<file path="config.mk">
export PLATFORM = sky130hd
export DESIGN_NAME = display_scheduler
export DESIGN_NICKNAME = d
export VERILOG_FILES = /design/src/rtl/display_scheduler.sv
export SDC_FILE = /design/constraint.sdc
export NUM_CORES = 1
export LEC_CHECK = 0
export ABC_AREA = 1
export CELL_PAD_IN_SITES_DETAIL_PLACEMENT = 0
export CELL_PAD_IN_SITES_GLOBAL_PLACEMENT = 1
export CORE_MARGIN = 4
export CORE_UTILIZATION = 41
export DETAILED_ROUTE_END_ITERATION = 16
export PLACE_DENSITY = 0.78
export SETUP_SLACK_MARGIN = 0.05
export SYNTH_ARGS = -nofsm -noshare
export SYNTH_HDL_FRONTEND = slang
export SYNTH_SLANG_ARGS = --single-unit
export TNS_END_PERCENT = 30
</file>
<file path="constraint.sdc">
create_clock -name clk -period 1.9 [get_ports clk]
set_input_delay 0.475 -clock clk [delete_from_list [all_inputs] [get_ports clk]]
set_output_delay 0.475 -clock clk [all_outputs]
set_load 0.03 [all_outputs]
</file>
<file path="src/rtl/display_scheduler.sv">
// Time-multiplexing scheduler for a shared seven-segment decoder: one digit slot at a time,
// with blanking dead-time before each slot and frame-atomic digit value updates.
module display_scheduler #(
    parameter int NDIG  = 2,
    parameter int DWELL = 12000,
    parameter int BLANK = 240
) (
    input  logic              clk,
    input  logic              reset,
    input  logic [4*NDIG-1:0] digits_in,
    input  logic              load,
    input  logic [NDIG-1:0]   digit_en,
    output logic [3:0]        hex,
    output logic [NDIG-1:0]   t,
    output logic              frame_start,
    output logic              dbg_state
);

    localparam int MAXC = (DWELL > BLANK) ? DWELL : BLANK;
    localparam int CW   = $clog2(MAXC);
    localparam int IW   = $clog2(NDIG);
    localparam logic [CW-1:0] BLANK_LAST = CW'(BLANK - 1);
    localparam logic [CW-1:0] DWELL_LAST = CW'(DWELL - 1);
    localparam logic [IW-1:0] IDX_LAST   = IW'(NDIG - 1);

    typedef enum logic {ST_BLANK, ST_DRIVE} state_t;

    state_t              state_q;
    logic [CW-1:0]       cnt_q;
    logic [IW-1:0]       idx_q;
    logic [IW-1:0]       idx_d;
    logic [4*NDIG-1:0]   staging_q;
    logic [4*NDIG-1:0]   shadow_q;
    logic                pending_q;
    logic [3:0]          hex_q;
    logic [3:0]          nib_d;
    logic [NDIG-1:0]     t_q;
    logic [NDIG-1:0]     sel_d;
    logic                fs_q;
    logic                drive_end;
    logic                wrap;

    // load is a plain single-cycle strobe: no ready/ack, every pulse is taken.
    always_comb begin
        nib_d = '0;
        sel_d = '0;
        for (int i = 0; i < NDIG; i++) begin
            if (idx_q == IW'(i)) begin
                nib_d    = shadow_q[i*4 +: 4];
                sel_d[i] = digit_en[i];
            end
        end
        idx_d = (idx_q == IDX_LAST) ? '0 : idx_q + IW'(1);
    end

    assign drive_end = (state_q == ST_DRIVE) && (cnt_q == DWELL_LAST);
    assign wrap      = drive_end && (idx_q == IDX_LAST);

    always_ff @(posedge clk) begin
        if (reset) begin
            state_q   <= ST_BLANK;
            cnt_q     <= '0;
            idx_q     <= '0;
            staging_q <= '0;
            shadow_q  <= '0;
            pending_q <= 1'b0;
            hex_q     <= '0;
            t_q       <= '0;
            fs_q      <= 1'b0;
        end else begin
            fs_q <= 1'b0;
            case (state_q)
                ST_BLANK: begin
                    hex_q <= nib_d;
                    if (cnt_q == BLANK_LAST) begin
                        cnt_q   <= '0;
                        state_q <= ST_DRIVE;
                        t_q     <= sel_d;
                    end else begin
                        cnt_q <= cnt_q + CW'(1);
                    end
                end
                ST_DRIVE: begin
                    if (drive_end) begin
                        cnt_q   <= '0;
                        t_q     <= '0;
                        state_q <= ST_BLANK;
                        idx_q   <= idx_d;
                        fs_q    <= (idx_q == IDX_LAST);
                    end else begin
                        cnt_q <= cnt_q + CW'(1);
                    end
                end
                default: state_q <= ST_BLANK;
            endcase

            // A load landing on the wrap edge goes straight to the shadow copy.
            if (wrap) begin
                pending_q <= 1'b0;
                if (load) begin
                    shadow_q <= digits_in;
                end else if (pending_q) begin
                    shadow_q <= staging_q;
                end
            end else if (load) begin
                staging_q <= digits_in;
                pending_q <= 1'b1;
            end
        end
    end

    assign hex         = hex_q;
    assign t           = t_q;
    assign frame_start = fs_q;
    assign dbg_state   = (state_q == ST_DRIVE);

endmodule

</file>
==> flow_summary_export.csv <==
group,metric,value,unit
detailed_routing,drc,0,
detailed_routing,via_per_inst,4.51,
critical_path,cp.required,1.42,ns
critical_path,worst_ep_arrival_time,1.32,ns
clock_network,cts_htree_levels,2,
critical_path,crit_type,"flip-flop to output pin",
yosys,syn-num-nets,297,
floorplanning,die_y,79.2,um
timing,relSlewSlack,0.755,
yosys,synth-seq-cells,40,
timing,rsz0062_at_grt,"false",
placement,port_buffers,20,
power,internal-power,1.22,mW
yosys,synthAdderAreaFrac,0.0121,
detailed_routing,drt-pass1-iter-count,5,
yosys,synthArstFlopShare,0,
finish,seq_area,801,um2
power,p_leak,1.10,nW
grt,grt_first_pass_wirelength,7.47,mm
timing,setup_viol,0,
yosys,synth_area_leaders,"dfxtp_1 (39%), nor2_1 (10%), nand2_1 (8.7%), inv_1 (6.1%), mux2_2 (4.3%)",
critical_path,slowest_delay,0.68,ns
floorplanning,fp-row-count,25,
yosys,mappedNetlistArea,0.00208,mm2
critical_path,crit_family,"buffers and inverters",
clock_network,cts_resized,0,
min_path,hp-class,"flip-flop to flip-flop",
power,p_seq_frac,0.546,
outcome,outcome,"finished, final reports clean",
critical_path,cp_slowest_cell,"clkdlybuf4s50_1",
finish,stdcell_count,376,
detailed_routing,via_count,1694,
power,swShare,0.233,
floorplanning,core_area,0.00482,mm2
placement,hpwl,3.12,mm
detailed_routing,routed_wl,4.30,mm
clock_network,clock_latency,0.29,ns
yosys,muxShareOfSynthArea,0.0434,
grt,antenna_found_initial,0,
yosys,ys_seq_area_frac,0.386,
power,p_per_area,646,mW/mm2
power,irDropWorstVdd,0.439,mV
floorplanning,ioPinCount,21,
timing,final-hold-violation-count,0,
critical_path,startpoint_type,"flip-flop",
critical_path,crit_chain,"clkdlybuf4s50_1",
yosys,synth_simple_gate_area_frac,0.336,
power,clkPwrFrac,0.372,
grt,overflow,0,
yosys,synth_top_area_cell,"dfxtp_1",
grt,grt_usage,0.155,
clock_network,clock_tree.root_cell,"clkbuf_8",
yosys,synth_edf_count,0,
timing,fmax,558,MHz
yosys,yosysTopAreaCellShare,0.386,
critical_path,worstSetupEndpointType,"output pin",
floorplanning,start_util,0.431,
floorplanning,dieArea,0.00627,mm2
power,p_switching,372,uW
timing,final.setup.tns,0,ns
clock_network,cts_inserted_buffers,5,
yosys,synth_xor_area_frac,0.0253,
finish,syn_to_final_growth,18.8,%
grt,grt_pass1_vias,1561,
critical_path,path_buf_inv,1,
yosys,synth_top_family_by_area,"simple AND/OR/NAND/NOR gates",
grt,grt_max_degree,22,
finish,finalNetCount,323,
finish,final_layout_size_suffix_gt1_frac,0.188,
yosys,synth_top_flop_cell,"dfxtp_1",
timing,final.min_clock_period,1.79,ns
yosys,syn_inst,282,
clock_network,clkSlewWorstSetupHoldPaths,0.08,ns
yosys,synth-compound-area-share,0.0820,
yosys,syn_avg_cell_area,7.36,um2
detailed_routing,drt_iter0_markers,115,
power,p_comb_frac,0.082,
yosys,yosys_warnings,0,
detailed_routing,ant_nets,0,
detailed_routing,wire_per_inst,11.4,um
timing,worst_slew_pin_slew,0.366,ns
clock_network,cts.sinks,40,
clock_network,hold_buffers,0,
placement,place_congestion,0.808,
clock_network,cts_tree,"built",
clock_network,clockBufferDepth,2,
yosys,synthTopCellsByCount,"nor2_1 (58), nand2_1 (48), dfxtp_1 (40)",
finish,diodes,0,
yosys,synth.distinct_cells,28,
placement,dp.cells,367,
flow_run,cap_violations,0,
finish,multiInputGateArea,0.00104,mm2
timing,finalClockSkew,0.00391,ns
timing,fin_crit_sh,0.944,
yosys,synth_most_common_cell,"nor2_1",
timing,slew_viol_final,0,
finish,fillCellCount,525,
floorplanning,dieWidth,79.2,um
critical_path,worst-path-max-fanout,2,
## registers in the layout, summed over array words and instances (netlist names)
register and flops:
staging_q 8, shadow_q 8, pending_q 1, hex 4, idx_q 1, t 2, cnt_q 14, frame_start 1
dbg_state 1
## stage by stage
step	hold slack (ns)	utilization	area [um2]	power, mW	worst slack [ns]
after floorplan	0.442	-	2080	0.971	0.389
after global placement	0.458	0.488	2350	1.02	0.0336
after detailed placement	0.463	0.488	2350	1.02	0.0138
after CTS	0.482	0.508	2450	1.61	0.0900
after global routing	0.505	0.512	2470	1.67	0.0559
final	0.475	0.512	2470	1.59	0.107
## layout make-up
class,count,area share
inverter,40,0.0614
clock inverter,1,0.00304
clock buffer,7,0.0350
tap,67,0.0340
sequential,40,0.325
multi-input combinational,191,0.420
timing repair buffer,30,0.122
## power groups by stage
stage | clock network, mW | logic [mW] | registers (mW)
2_1_floorplan | 0 | 0.0847 | 0.887
3_3_place_gp | 0 | 0.130 | 0.889
3_5_place_dp | 0 | 0.130 | 0.889
4_1_cts | 0.614 | 0.131 | 0.869
5_1_grt | 0.651 | 0.145 | 0.872
6_report | 0.593 | 0.130 | 0.869
## metal layers
layer  part of all wire  GRT usage  wire [um]  up-vias
li1                   -          -          -      923
met1               0.56      0.233       2410      731
met2               0.38      0.203       1630       38
met3              0.053     0.0488        228        2
met4             0.0084     0.0515         36        0
met5                  0          0          0        -
## cells by family after synthesis
logic type      Yosys count
xor+xnor                  6
buf+inv                  51
flops                    40
simple gates            149
mux                       8
compound gates           26
fa+ha+maj                 2
## cell usage in the layout, fill, tap and decap left out, types with 6 or more instances in the layout
| master | count |
|---|---|
| a21oi_2 | 10 |
| o21ai_0 | 12 |
| inv_1 | 34 |
| clkdlybuf4s50_1 | 20 |
| nand2_1 | 48 |
| nand3_1 | 17 |
| buf_4 | 8 |
| nor2_2 | 9 |
| dfxtp_1 | 40 |
| clkbuf_8 | 6 |
| nand4_1 | 6 |
| mux2_2 | 8 |
| nor2_1 | 58 |
## final timing paths
check / startpoint / endpoint / slack [ns] / cells after the start
setup / recovery: t[0] / t[0] / 0.11 / 1
hold / removal: t[1] / t[1] / 0.48 / 2
setup reg to reg: cnt_q[0] / cnt_q[12] / 0.25 / 6
hold reg to reg: t[1] / t[1] / 0.48 / 2
## what timing repair did
action	4_1_cts	5_1_grt
endpoints found under the hold margin	0	0
setup endpoints to repair	0	10
buffers inserted	0	1
Power figures use the tool's default switching activity.
==> RTL edit (same flow settings) <==
`DWELL`: 12000 -> 3000.
--- a/src/rtl/display_scheduler.sv
+++ b/src/rtl/display_scheduler.sv
@@ -2,7 +2,7 @@
 // with blanking dead-time before each slot and frame-atomic digit value updates.
 module display_scheduler #(
     parameter int NDIG  = 2,
-    parameter int DWELL = 12000,
+    parameter int DWELL = 3000,
     parameter int BLANK = 240
 ) (
     input  logic              clk,
Formal check against the unedited RTL: no difference found for any inputs over 10 cycles, from zero or initial values and one cycle with reset high; that may be too few to reach the edited logic, so the function may still have changed.
==> RTL edit against the original RTL <==
Sequential cell count decreased by 2; routed wire length decreased by 14%; sequential share of layout area increased by 2.6 points; worst setup slack improved by 18 ps; design area decreased by 12%; highest routed layer unchanged; area after synthesis decreased by 13%; total power decreased by 4.8%; fmax increased by 1.0%; worst hold slack got worse by 19 ps; utilization increased by 1.6 points; global-route usage decreased by 0.41 points; count of clock-buffer cells in the layout unchanged.
==> RTL edit: results (changes against the original RTL) <==
| Metric | Value |
|---|---|
| Routability cong. | `0.789 (-2.3%)` |
| CP startpoint | `t[0]$_SDFFE_PP0P_` |
| Synth Area per Inst | `7.51 um2 (+2.1%)` |
| Hold path cells | `1 (-1)` |
| Area after DPL | `2080 um2 (-12%)` |
| Cells on worst reg2reg path | `7 (+1)` |
| Share of cells above drive strength 1 | `0.101 (-0.0866)` |
| HP Start | `cnt_q[0]$_SDFF_PP0_` |
| Max VDD drop | `0.392 mV (-11%)` |
| Syn Nets | `254 (-14%)` |
| Post-route ant nets | `0 (unchanged)` |
| DR iter-0 viols | `109 (-5.2%)` |
| Met1 GRT Util | `0.218 (-0.0148)` |
| Setup Skew | `6.10 ps (+2.18 ps)` |
| Net Sw Frac | `0.229 (-0.00489)` |
| P_leak | `0.000910 uW (-17%)` |
| Via count | `1510 (-11%)` |
| Top flop regs | `cnt_q: 12 flops, shadow_q: 8 flops, staging_q: 8 flops` |
| Number of global-route vias before repair | `1396 (-11%)` |
| Met3 Use GR | `0.0459 (-0.00281)` |
| Pwr dens | `698 nW/um2 (+8.1%)` |
| DP Wirelength | `2760 um (-12%)` |
| Met2 GRT Util | `0.214 (+0.0107)` |
| Met1 wire length | `2040 um (-15%)` |
| Worst path arrival time | `1300 ps (-20 ps)` |
| DRT Pass-1 Iters | `4 (-1)` |
| First-pass GRT wire length | `6400 um (-14%)` |
| CTS HTree Levels | `2 (unchanged)` |
| DP Worst Slack | `103 ps (+89.5 ps)` |
| Met3 wire length | `169 um (-26%)` |
| Clk power | `571 uW (-3.7%)` |
| Top cells by area, synth | `dfxtp_1, nor2_1, nand2_1, inv_1, nand3_1` |
| P_seq | `824 uW (-5.2%)` |
| Top post-synthesis cells by count | `nor2_1, nand2_1, dfxtp_1` |
| Seq/Total Area, Yosys | `0.422 (+0.0362)` |
| Detailed Route WL | `3710 um (-14%)` |
| NumNets Final | `280 (-13%)` |
| Max-Cap Viols | `0 (unchanged)` |
| Layout Cells excl Fill | `317 (-16%)` |
| Status | `completed` |
| Worst Tran Pin Value | `345 ps (-20.2 ps)` |
-- RTL edit: area by class of cell --
type                            count  area, um2
Tap cell                           50       62.6
Sequential cell                    38        761
Clock buffer                        7       86.3
Fill cell                         439       1940
Timing Repair Buffer               28        273
Inverter                           27        101
Clock inverter                      1       5.00
Multi-Input combinational cell    166        883
-- RTL edit: cell families (layout without fill, tap and decap cells) --
kind of cell,Yosys count,in the layout,synth area share
flops,38,38,0.422
buf+inv,36,63,0.0881
fa+ha+maj,1,1,0.00694
mux,8,8,0.0444
simple gates,135,135,0.358
compound gates,17,17,0.0562
xor+xnor,5,5,0.0243
-- RTL edit: path summary, 6_finish.rpt --
check                        endpoint  slack, ps
min reg2reg       cnt_q[0]$_SDFF_PP0_        460
max                              t[0]        120
max reg2reg  shadow_q[5]$_SDFFE_PP0P_        280
min               cnt_q[0]$_SDFF_PP0_        460
